==> src/rtl/systolic_mm_sched_if.sv <==
// ============================================================================
// Module   : systolic_mm_sched_if
// Purpose  : Operand load stream and result stream of the systolic job
//            sequencer, seen from the bus-side adapter (master) and the
//            sequencer (slave).
// Revision : 1.0  initial release
// ============================================================================
`default_nettype none

interface systolic_mm_sched_if #(
   parameter int DATA_WIDTH = 32,
   parameter int KW         = 4
);
   logic [KW-1:0]         cfg_k;
   logic                  s_valid;
   logic                  s_ready;
   logic [DATA_WIDTH-1:0] s_data;
   logic                  m_valid;
   logic                  m_ready;
   logic [DATA_WIDTH-1:0] m_data;
   logic                  m_last;

   modport master (
      output cfg_k, s_valid, s_data, m_ready,
      input  s_ready, m_valid, m_data, m_last
   );

   modport slave (
      input  cfg_k, s_valid, s_data, m_ready,
      output s_ready, m_valid, m_data, m_last
   );
endinterface

`default_nettype wire

==> src/rtl/systolic_mm_sched.sv <==
// ============================================================================
// Module   : systolic_mm_sched
// Purpose  : Buffers a 2xK by Kx2 operand set, feeds the 2x2 systolic array
//            with diagonal skew and streams back the four accumulators.
//            Optional completed-job counter: SYSTOLIC_SCHED_PERF_EN.
// Revision : 1.0  initial release
// ============================================================================
`default_nettype none

module systolic_mm_sched #(
   parameter int DATA_WIDTH = 32,
   parameter int K_MAX      = 8
) (
   input  logic                  clk,
   input  logic                  rst,
   systolic_mm_sched_if.slave    bus,
   output logic                  busy,
   output logic                  pe_rst,
   output logic                  func_sel,
   output logic [DATA_WIDTH-1:0] a_row1,
   output logic [DATA_WIDTH-1:0] a_row2,
   output logic [DATA_WIDTH-1:0] b_col1,
   output logic [DATA_WIDTH-1:0] b_col2,
   output logic [DATA_WIDTH-1:0] fir_zero,
   input  logic [DATA_WIDTH-1:0] acc_11,
   input  logic [DATA_WIDTH-1:0] acc_12,
   input  logic [DATA_WIDTH-1:0] acc_21,
   input  logic [DATA_WIDTH-1:0] acc_22,
   output logic [31:0]           job_cnt
);
   localparam int KW = $clog2(K_MAX + 1);
   localparam int CW = (KW > 2) ? KW : 2;
   localparam int AW = (K_MAX > 1) ? $clog2(K_MAX) : 1;

   typedef enum logic [2:0] {
      ST_IDLE  = 3'd0,
      ST_LOAD  = 3'd1,
      ST_CLEAR = 3'd2,
      ST_FEED  = 3'd3,
      ST_DRAIN = 3'd4,
      ST_OUT   = 3'd5
   } state_t;

   state_t                state_q, state_d;
   logic [CW-1:0]         k_q, k_d;
   logic [CW-1:0]         cnt_q, cnt_d;
   logic [1:0]            bank_q, bank_d;
   logic [DATA_WIDTH-1:0] mem_q [4][K_MAX];
   logic [DATA_WIDTH-1:0] mem_d [4][K_MAX];
   logic [DATA_WIDTH-1:0] res_q [4];
   logic [DATA_WIDTH-1:0] res_d [4];

   logic [CW-1:0]         k_cfg, k_eff, cnt_inc, cnt_dec;
   logic                  s_rdy, m_vld, m_lst;
   logic [DATA_WIDTH-1:0] m_dat;

   // K is clamped to 1..K_MAX; it only matters on the first beat of a job
   always_comb begin
      if (bus.cfg_k == '0)
         k_cfg = CW'(1);
      else if (bus.cfg_k > KW'(K_MAX))
         k_cfg = CW'(K_MAX);
      else
         k_cfg = CW'(bus.cfg_k);
   end

   assign k_eff   = (state_q == ST_IDLE) ? k_cfg : k_q;
   assign cnt_inc = cnt_q + CW'(1);
   assign cnt_dec = cnt_q - CW'(1);

   always_comb begin
      state_d = state_q;
      k_d     = k_q;
      cnt_d   = cnt_q;
      bank_d  = bank_q;
      mem_d   = mem_q;
      res_d   = res_q;
      s_rdy   = 1'b0;
      m_vld   = 1'b0;
      m_lst   = 1'b0;
      m_dat   = '0;
      pe_rst  = rst;
      a_row1  = '0;
      a_row2  = '0;
      b_col1  = '0;
      b_col2  = '0;
      case (state_q)
         ST_IDLE, ST_LOAD: begin
            s_rdy = 1'b1;
            if (bus.s_valid) begin
               mem_d[bank_q][cnt_q[AW-1:0]] = bus.s_data;
               k_d     = k_eff;
               state_d = ST_LOAD;
               if (cnt_inc == k_eff) begin
                  cnt_d  = '0;
                  bank_d = bank_q + 2'd1;
                  if (bank_q == 2'd3)
                     state_d = ST_CLEAR;
               end else begin
                  cnt_d = cnt_inc;
               end
            end
         end
         ST_CLEAR: begin
            pe_rst  = 1'b1;
            cnt_d   = '0;
            state_d = ST_FEED;
         end
         ST_FEED: begin
            // Row 2 / column 2 lag row 1 / column 1 by one cycle
            if (cnt_q != k_q) begin
               a_row1 = mem_q[0][cnt_q[AW-1:0]];
               b_col1 = mem_q[2][cnt_q[AW-1:0]];
            end
            if (cnt_q != '0) begin
               a_row2 = mem_q[1][cnt_dec[AW-1:0]];
               b_col2 = mem_q[3][cnt_dec[AW-1:0]];
            end
            if (cnt_q == k_q) begin
               cnt_d   = '0;
               state_d = ST_DRAIN;
            end else begin
               cnt_d = cnt_inc;
            end
         end
         ST_DRAIN: begin
            if (cnt_q == CW'(1)) begin
               res_d[0] = acc_11;
               res_d[1] = acc_12;
               res_d[2] = acc_21;
               res_d[3] = acc_22;
               cnt_d    = '0;
               state_d  = ST_OUT;
            end else begin
               cnt_d = cnt_inc;
            end
         end
         ST_OUT: begin
            m_vld = 1'b1;
            m_dat = res_q[cnt_q[1:0]];
            m_lst = (cnt_q[1:0] == 2'd3);
            if (bus.m_ready) begin
               if (m_lst) begin
                  cnt_d   = '0;
                  state_d = ST_IDLE;
               end else begin
                  cnt_d = cnt_inc;
               end
            end
         end
         default: state_d = ST_IDLE;
      endcase
   end

   always_ff @(posedge clk) begin
      if (rst) begin
         state_q <= ST_IDLE;
         k_q     <= CW'(1);
         cnt_q   <= '0;
         bank_q  <= '0;
         res_q   <= '{default: '0};
      end else begin
         state_q <= state_d;
         k_q     <= k_d;
         cnt_q   <= cnt_d;
         bank_q  <= bank_d;
         res_q   <= res_d;
      end
      mem_q <= mem_d;
   end

   assign bus.s_ready = s_rdy;
   assign bus.m_valid = m_vld;
   assign bus.m_data  = m_dat;
   assign bus.m_last  = m_lst;
   assign busy        = (state_q != ST_IDLE);
   assign func_sel    = 1'b0;
   assign fir_zero    = '0;

`ifdef SYSTOLIC_SCHED_PERF_EN
   logic        job_done;
   logic [31:0] job_cnt_q, job_cnt_d;

   assign job_done = (state_q == ST_OUT) && bus.m_ready && (cnt_q[1:0] == 2'd3);

   always_comb begin
      job_cnt_d = job_cnt_q;
      if (job_done)
         job_cnt_d = job_cnt_q + 32'd1;
   end

   always_ff @(posedge clk) begin
      if (rst)
         job_cnt_q <= '0;
      else
         job_cnt_q <= job_cnt_d;
   end

   assign job_cnt = job_cnt_q;
`else
   assign job_cnt = '0;
`endif

endmodule

`default_nettype wire

==> src/flat_wrapper.sv <==
// flat-port wrapper written by rule: the top's interface ports become plain ports
module systolic_mm_sched_flat 
#(
   parameter int DATA_WIDTH = 32,
   parameter int K_MAX      = 8
)
  (clk, rst, busy, pe_rst, func_sel, a_row1, a_row2, b_col1, b_col2, fir_zero, acc_11, acc_12, acc_21, acc_22, job_cnt, bus_cfg_k, bus_s_valid, bus_s_data, bus_m_ready, bus_s_ready, bus_m_valid, bus_m_data, bus_m_last);
  systolic_mm_sched_if #(.DATA_WIDTH(DATA_WIDTH), .KW((4))) bus_i ();
  input  logic clk;
  input  logic rst;
  output logic busy;
  output logic pe_rst;
  output logic func_sel;
  output logic [DATA_WIDTH-1:0] a_row1;
  output logic [DATA_WIDTH-1:0] a_row2;
  output logic [DATA_WIDTH-1:0] b_col1;
  output logic [DATA_WIDTH-1:0] b_col2;
  output logic [DATA_WIDTH-1:0] fir_zero;
  input  logic [DATA_WIDTH-1:0] acc_11;
  input  logic [DATA_WIDTH-1:0] acc_12;
  input  logic [DATA_WIDTH-1:0] acc_21;
  input  logic [DATA_WIDTH-1:0] acc_22;
  output logic [31:0] job_cnt;
  input wire logic [$bits(bus_i.cfg_k)-1:0] bus_cfg_k;
  input wire logic [$bits(bus_i.s_valid)-1:0] bus_s_valid;
  input wire logic [$bits(bus_i.s_data)-1:0] bus_s_data;
  input wire logic [$bits(bus_i.m_ready)-1:0] bus_m_ready;
  output wire logic [$bits(bus_i.s_ready)-1:0] bus_s_ready;
  output wire logic [$bits(bus_i.m_valid)-1:0] bus_m_valid;
  output wire logic [$bits(bus_i.m_data)-1:0] bus_m_data;
  output wire logic [$bits(bus_i.m_last)-1:0] bus_m_last;
  assign bus_i.cfg_k = bus_cfg_k;
  assign bus_i.s_valid = bus_s_valid;
  assign bus_i.s_data = bus_s_data;
  assign bus_i.m_ready = bus_m_ready;
  assign bus_s_ready = bus_i.s_ready;
  assign bus_m_valid = bus_i.m_valid;
  assign bus_m_data = bus_i.m_data;
  assign bus_m_last = bus_i.m_last;
  systolic_mm_sched #(.DATA_WIDTH(DATA_WIDTH), .K_MAX(K_MAX)) u_core (.clk(clk), .rst(rst), .bus(bus_i), .busy(busy), .pe_rst(pe_rst), .func_sel(func_sel), .a_row1(a_row1), .a_row2(a_row2), .b_col1(b_col1), .b_col2(b_col2), .fir_zero(fir_zero), .acc_11(acc_11), .acc_12(acc_12), .acc_21(acc_21), .acc_22(acc_22), .job_cnt(job_cnt));
endmodule
==> config.mk <==
export PLATFORM = sky130hd
export DESIGN_NAME = systolic_mm_sched_flat
export DESIGN_NICKNAME = d
export VERILOG_FILES = /design/src/rtl/systolic_mm_sched_if.sv /design/src/rtl/systolic_mm_sched.sv /design/src/flat_wrapper.sv
export SDC_FILE = /design/constraint.sdc
export NUM_CORES = 1
export LEC_CHECK = 0
export CAP_MARGIN = 40
export CORE_AREA = 2 2 266 268
export DETAILED_ROUTE_END_ITERATION = 10
export DIE_AREA = 0 0 268 270
export DONT_BUFFER_PORTS = 1
export HOLD_SLACK_MARGIN = 0.05
export PLACE_DENSITY = 0.8
export SETUP_SLACK_MARGIN = 0.4
export SLEW_MARGIN = 20
export SYNTH_ARGS = -nofsm -noshare
export SYNTH_HDL_FRONTEND = slang
export SYNTH_SLANG_ARGS = --single-unit
==> constraint.sdc <==
create_clock -name clk -period 6.7 [get_ports clk]
set_input_delay 1.34 -clock clk [delete_from_list [all_inputs] [get_ports clk]]
set_output_delay 1.34 -clock clk [all_outputs]
set_load 0.02 [all_outputs]
==> run_results.csv, run 1 <==
group,metric,value,unit
run_status,status,"finished clean",
power,pwr_density_cell,303,nW/um^2
detailed_routing,routed_wirelength,111000,um
synth,synth-adder-area-share,0.00252,
place,port_buffers,0,
global_routing,grt_overflow,0,
global_routing,grt_pass1_vias,25500,
clocking,cts.path.max_buffers,3,
synth,synth_area,44700,um^2
die,fp.dieW,268,um
worst_setup_path,startpoint_type,"flip-flop",
worst_setup_path,cp-end-kind,"primary output",
detailed_routing,wire_per_inst,29.8,um
synth,synthMuxAreaShare,0.0812,
sta,max_freq,0.177,GHz
sta,fin_crit,5.64,ns
clocking,htree_levels,3,
final_layout,nNetsFinal,2863,
sta,drv_slew,0,
place,hpwl,63600,um
synth,ys_ff_latch,1165,
worst_setup_path,setup.worst_path.class,"flip-flop to primary output",
die,start_util,0.642,
synth,yosysWarnings,0,
final_layout,area_growth_syn_to_layout,11.7,%
synth,synth_edf_count,1024,
hold_path,hold_path.class,"flip-flop to flip-flop",
place,dpl-instance-area,46300,um^2
global_routing,grt.total_usage,0.310,
synth,postSynthAreaPerCell,16.7,um^2
sta,finalHoldViolCount,0,
worst_setup_path,cp.arrival,4.30,ns
sta,fin_setup_tns,0,ns
power,ir_worst_vdd,0.425,mV
clocking,clk_latency,0.71,ns
detailed_routing,first_pass_iters,7,
sta,max_slew.worst_pin.slew,0.975,ns
sta,slew-limit-headroom,0.350,
clocking,cts_resized,0,
clocking,cts-root-buf,"clkbuf_16",
final_layout,multi_input_area,10400,um^2
synth,synth_top_area_frac,0.688,
sta,rsz0062_at_grt,"false",
place,place_congestion,0.897,
clocking,clock_sinks,1165,
synth,synth_cells,2672,
worst_setup_path,path_cells,"buf_12 > nor2_1 > and2_2 > buf_4 > a22oi_1 > a41oi_1",
detailed_routing,viasPerCell,6.71,
sta,finalCritPeriodShare,0.841,
worst_setup_path,cp_slowest_cell,"a41oi_1",
detailed_routing,ant_nets,0,
clocking,cts_tree,"built",
die,io_pins,398,
final_layout,nFillCells,4020,
run,drv_cap,0,
synth,yosys-top-cells-count,"edfxtp_1, nand2_1, a22oi_1",
die,rows,97,
global_routing,grt_antenna_before_repair,1,
die,die_h,270,um
synth,postSynth.asyncResetShare,0,
synth,synth_area_leaders,"edfxtp_1, mux4_2, dfxtp_1",
synth,synth_compound_area_frac,0.0839,
detailed_routing,vias,25000,
clocking,cts_made_buffers,110,
sta,setup_violations,0,
synth,synthXorXnorAreaFrac,0.00275,
die,core-area,69500,um^2
clocking,ctsHoldBuffers,0,
worst_setup_path,required,5.36,ns
global_routing,grt_pass1_wl,163000,um
detailed_routing,route.detailed.drc,0,
die,fp.dieArea,72400,um^2
sta,finClkSkew,0.0228,ns
synth,synth-main-ff-cell,"edfxtp_1",
global_routing,grt_max_degree,148,
final_layout,final-seq-area,33600,um^2
final_layout,drive_above_1_share,0.165,
final_layout,stdcell_area,49900,um^2
synth,synth.most_common_cell,"edfxtp_1",
worst_setup_path,cpPeakStageDelay,0.76,ns
synth,yosysSeqAreaShare,0.752,
detailed_routing,first_iter_violations,3110,
power,p_leak,15.3,nW
synth,synth_top_family_by_area,"compound AO/OA/AOI/OAI gates",
synth,ys_types,60,
clocking,cts_setup_buffers,0,
worst_setup_path,crit_path_max_fanout,108,
synth,yosys.area.top_type,"edfxtp_1",
clocking,clkTransAtPathRegs,0.07,ns
synth,synthSimpleGateAreaFrac,0.0490,
[placed cells by master (no fill, tap or decap), drive strengths merged, types with 3 or more instances in the layout]
master / instances
dfxtp: 141
xnor2: 6
xor2: 8
clkinvlp: 5
o21ai: 4
nor2: 46
edfxtp: 1024
clkbuf: 137
a21oi: 199
buf: 76
a31oi: 4
nor2b: 4
nand4: 3
a22oi: 251
bufinv: 7
inv: 15
conb: 65
nand2b: 5
mux4: 160
nand2: 405
nor3: 9
o31ai: 3
or3: 4
a41oi: 61
diode: 7
a221oi: 3
clkinv: 50
nand3: 4
and3: 36
a22o: 4
ha: 9
a211oi: 3
[cells by family after synthesis]
kind of cell / count (synthesis)
muxes: 162
AOI/OAI and AO/OA: 550
xor gates and xnor gates: 14
and+or+nand+nor: 524
other: 1
buffers and inverters: 247
adders and majority gates: 9
DFF: 1165
[metrics by stage]
stage	power, mW	cells	hold slack [ns]	worst slack (ns)	util
after global routing	15.5	3720	0.471	0.791	0.717
after detailed placement	9.21	3512	0.440	1.77	0.666
final	15.1	3726	0.451	1.06	0.717
after floorplan	8.95	2736	0.433	3.08	-
after CTS	15.2	3717	0.449	1.04	0.717
after global placement	9.17	3473	0.434	1.82	0.654
[worst max-delay path: cells and delay by family, from the launching register on]
family / cells / cell delay, ns
buffers and inverters: 2 / 0.95
AND/OR/NAND/NOR: 2 / 0.99
flip-flops: 1 / 0.55
AO/OA/AOI/OAI: 2 / 0.97
[power by group]
group	leakage, nW	internal [mW]	switching (mW)
clock	1.71	3.34	2.70
sequential	10.4	7.97	0.0385
combinational	3.27	0.408	0.666
total	15.3	11.7	3.41
[registers in the layout, indices dropped and copies added, names as in the netlist]
register        count
u_core.mem_q     1024
u_core.res_q      128
u_core.cnt_q        4
u_core.k_q          4
u_core.state_q      3
u_core.bank_q       2
[layout make-up]
| class | instances | share of cell area |
|---|---|---|
| Antenna cell | 7 | 0.000351 |
| Tap cell | 940 | 0.0236 |
| Timing Repair Buffer | 77 | 0.0240 |
| Inverter | 8 | 0.000602 |
| Sequential cell | 1165 | 0.673 |
| Clock buffer | 136 | 0.0575 |
| Clock inverter | 69 | 0.0126 |
| Multi-Input combinational cell | 1324 | 0.208 |
[worst paths after layout]
kind | from | end | slack (ns) | cells past startpoint
hold reg to reg | u_core.res_q[28] | u_core.res_q[28] | 0.45 | 2
hold / removal | u_core.res_q[28] | u_core.res_q[28] | 0.45 | 2
setup reg to reg | u_core.cnt_q[0] | u_core.mem_q[602] | 2.59 | 5
setup / recovery | u_core.cnt_q[0] | a_row1[5] | 1.06 | 6
[metal layers]
layer,global-route usage,vias up,wire [um]
met2,0.496,1531,54900
met3,0.0784,285,11100
met1,0.411,12700,40600
li1,-,10400,-
met4,0.131,0,4490
met5,0,-,0
No activity file was read; power rests on OpenSTA's default activity.
==> run 2: changes to the inputs <==
- CORE_AREA: 2 2 266 268 -> 2 2 283 285
- DIE_AREA: 0 0 268 270 -> 0 0 285 287
- PLACE_DENSITY: 0.8 -> 0.75
- clock period: 6.7 -> 4.9 ns (I/O delays scaled with it)
==> run 2 against run 1 <==
Clock power is 44% higher; die area is 13% higher; global-route usage is 3.6 points lower; hold slack worse by 0.098 ns; clock skew is 0.022 ns higher; non-clock buffer count is 13 higher; sequential power is 36% higher; setup slack worse by 0.54 ns; largest cell class unchanged; highest routed layer unchanged; critical path depth is 1 lower.
==> run_results.csv, run 2 (synthesized netlist as in run 1, its figures left out) <==
group,metric,value,unit
global_routing,grt_pass1_vias,25100,
clocking,cts_setup_buffers,0,
worst_setup_path,cp.arrival,3.40,ns
die,fp.dieW,285,um
detailed_routing,wl_met3,11800,um
worst_setup_path,crit_path_max_fanout,40,
sta,hold-worst-slack,0.352,ns
power,pwr_density_cell,423,nW/um^2
clocking,cts.path.max_buffers,3,
clocking,cts_made_buffers,113,
final_layout,layout_common_cells,"edfxtp_1, nand2_1, a22oi_1",
global_routing,grt_antenna_before_repair,2,
hold_path,hold_path.class,"input pin to flip-flop",
sta,drv_slew,0,
clocking,cts_tree,"built",
sta,finalCritPeriodShare,0.893,
final_layout,reg_top3,"u_core.mem_q x1024, u_core.res_q x128",
clocking,ctsHoldBuffers,0,
sta,setup_violations,0,
global_routing,grt_max_degree,148,
power,swShare,0.225,
final_layout,largest_reg_flops,1024,
sta,rsz0062_at_grt,"false",
global_routing,grt_pass1_wl,165000,um
place,dpl-instance-area,46100,um^2
power,ir_worst_vdd,0.348,mV
clocking,cts_resized,0,
detailed_routing,viasPerCell,6.45,
detailed_routing,vias,24900,
final_layout,nFillCells,5374,
final_layout,drive_above_1_share,0.174,
clocking,clock_sinks,1165,
clocking,cts-root-buf,"clkbuf_16",
place,hpwl,64000,um
die,die_h,287,um
detailed_routing,wl_met1,41600,um
sta,fin_crit,4.38,ns
final_layout,final_common_cell,"edfxtp_1",
die,fp.dieArea,81800,um^2
final_layout,nNetsFinal,2879,
detailed_routing,dr_wl_met2,55500,um
worst_setup_path,cp-end-kind,"primary output",
die,start_util,0.568,
die,rows,103,
global_routing,grt.total_usage,0.274,
worst_setup_path,startpoint_type,"flip-flop",
final_layout,area_growth_syn_to_layout,11.9,%
sta,fin_setup_tns,0,ns
die,io_pins,398,
run_status,status,"finished clean",
clocking,clk_latency,0.70,ns
power,pwr-share-comb,0.072,
power,power.switching,4.75,mW
place,port_buffers,0,
detailed_routing,first_iter_violations,3062,
die,core-area,78600,um^2
power,internal-power,16.4,mW
detailed_routing,route.detailed.drc,0,
power,p_leak,15.4,nW
power,seqPwrFrac,0.517,
final_layout,stdcell_area,50000,um^2
sta,slew-limit-headroom,0.409,
sta,finalHoldViolCount,0,
detailed_routing,maxUsedRoutingLayer,"met4",
power,pwr-share-clk,0.411,
clocking,htree_levels,3,
clocking,clkTransAtPathRegs,0.06,ns
detailed_routing,routed_wirelength,113000,um
worst_setup_path,setup.worst_path.class,"flip-flop to primary output",
detailed_routing,ant_nets,0,
final_layout,regMostFlops,"u_core.mem_q",
sta,max_slew.worst_pin.slew,0.882,ns
detailed_routing,first_pass_iters,6,
sta,max_freq,0.228,GHz
place,place_congestion,0.885,
global_routing,grt_overflow,0,
sta,finClkSkew,0.0446,ns
final_layout,utilization,0.636,
run,drv_cap,0,
worst_setup_path,required,3.92,ns
detailed_routing,wire_per_inst,29.3,um
-- run 2: per-layer routing --
| metal | vias up | track usage |
|---|---|---|
| li1 | 10500 | - |
| met1 | 12700 | 0.360 |
| met2 | 1458 | 0.448 |
| met3 | 258 | 0.0701 |
| met4 | 0 | 0.0992 |
| met5 | - | 0 |
-- run 2: power groups by stage --
stage                     Combinational, mW  Sequential, mW  Clock, mW
after CTS                              1.53            10.9       8.77
after detailed placement               1.52            11.1          0
final                                  1.53            10.9       8.68
after global routing                   1.64            10.9       9.15
after global placement                 1.51            11.1          0
after floorplan                        1.11            11.1          0
-- run 2: worst max-delay path: stages, from the launching register on --
cell,delay [ns]
dfxtp_4,0.51
inv_2,0.18
nor3_4,0.76
buf_12,0.34
a22oi_1,0.12
a41oi_1,0.72
-- run 2: through the flow --
stage	setup slack (ns)	cells	power, mW
after CTS	0.484	3843	21.2
final	0.523	3854	21.1
after global routing	0.402	3849	21.7
after global placement	1.24	3626	12.6
after floorplan	1.64	2736	12.2
after detailed placement	1.23	3632	12.7
-- run 2: layout make-up --
type / count / area [um^2] / share of cell area
Antenna cell: 6 / 15.0 / 0.000300
Clock buffer: 132 / 2910 / 0.0583
Clock inverter: 79 / 836 / 0.0167
Inverter: 8 / 30.0 / 0.000601
Multi-Input combinational cell: 1324 / 10400 / 0.208
Sequential cell: 1165 / 33600 / 0.672
Tap cell: 1050 / 1310 / 0.0263
Timing Repair Buffer: 90 / 916 / 0.0183
-- run 2: worst paths after layout --
kind,startpoint,to,slack (ns),cells after the start
min reg2reg,u_core.res_q[35],u_core.res_q[35],0.45,2
min,rst,u_core.res_q[97],0.35,1
max,u_core.cnt_q[0],b_col1[3],0.52,5
max reg2reg,u_core.state_q[2],u_core.mem_q[1022],1.36,5
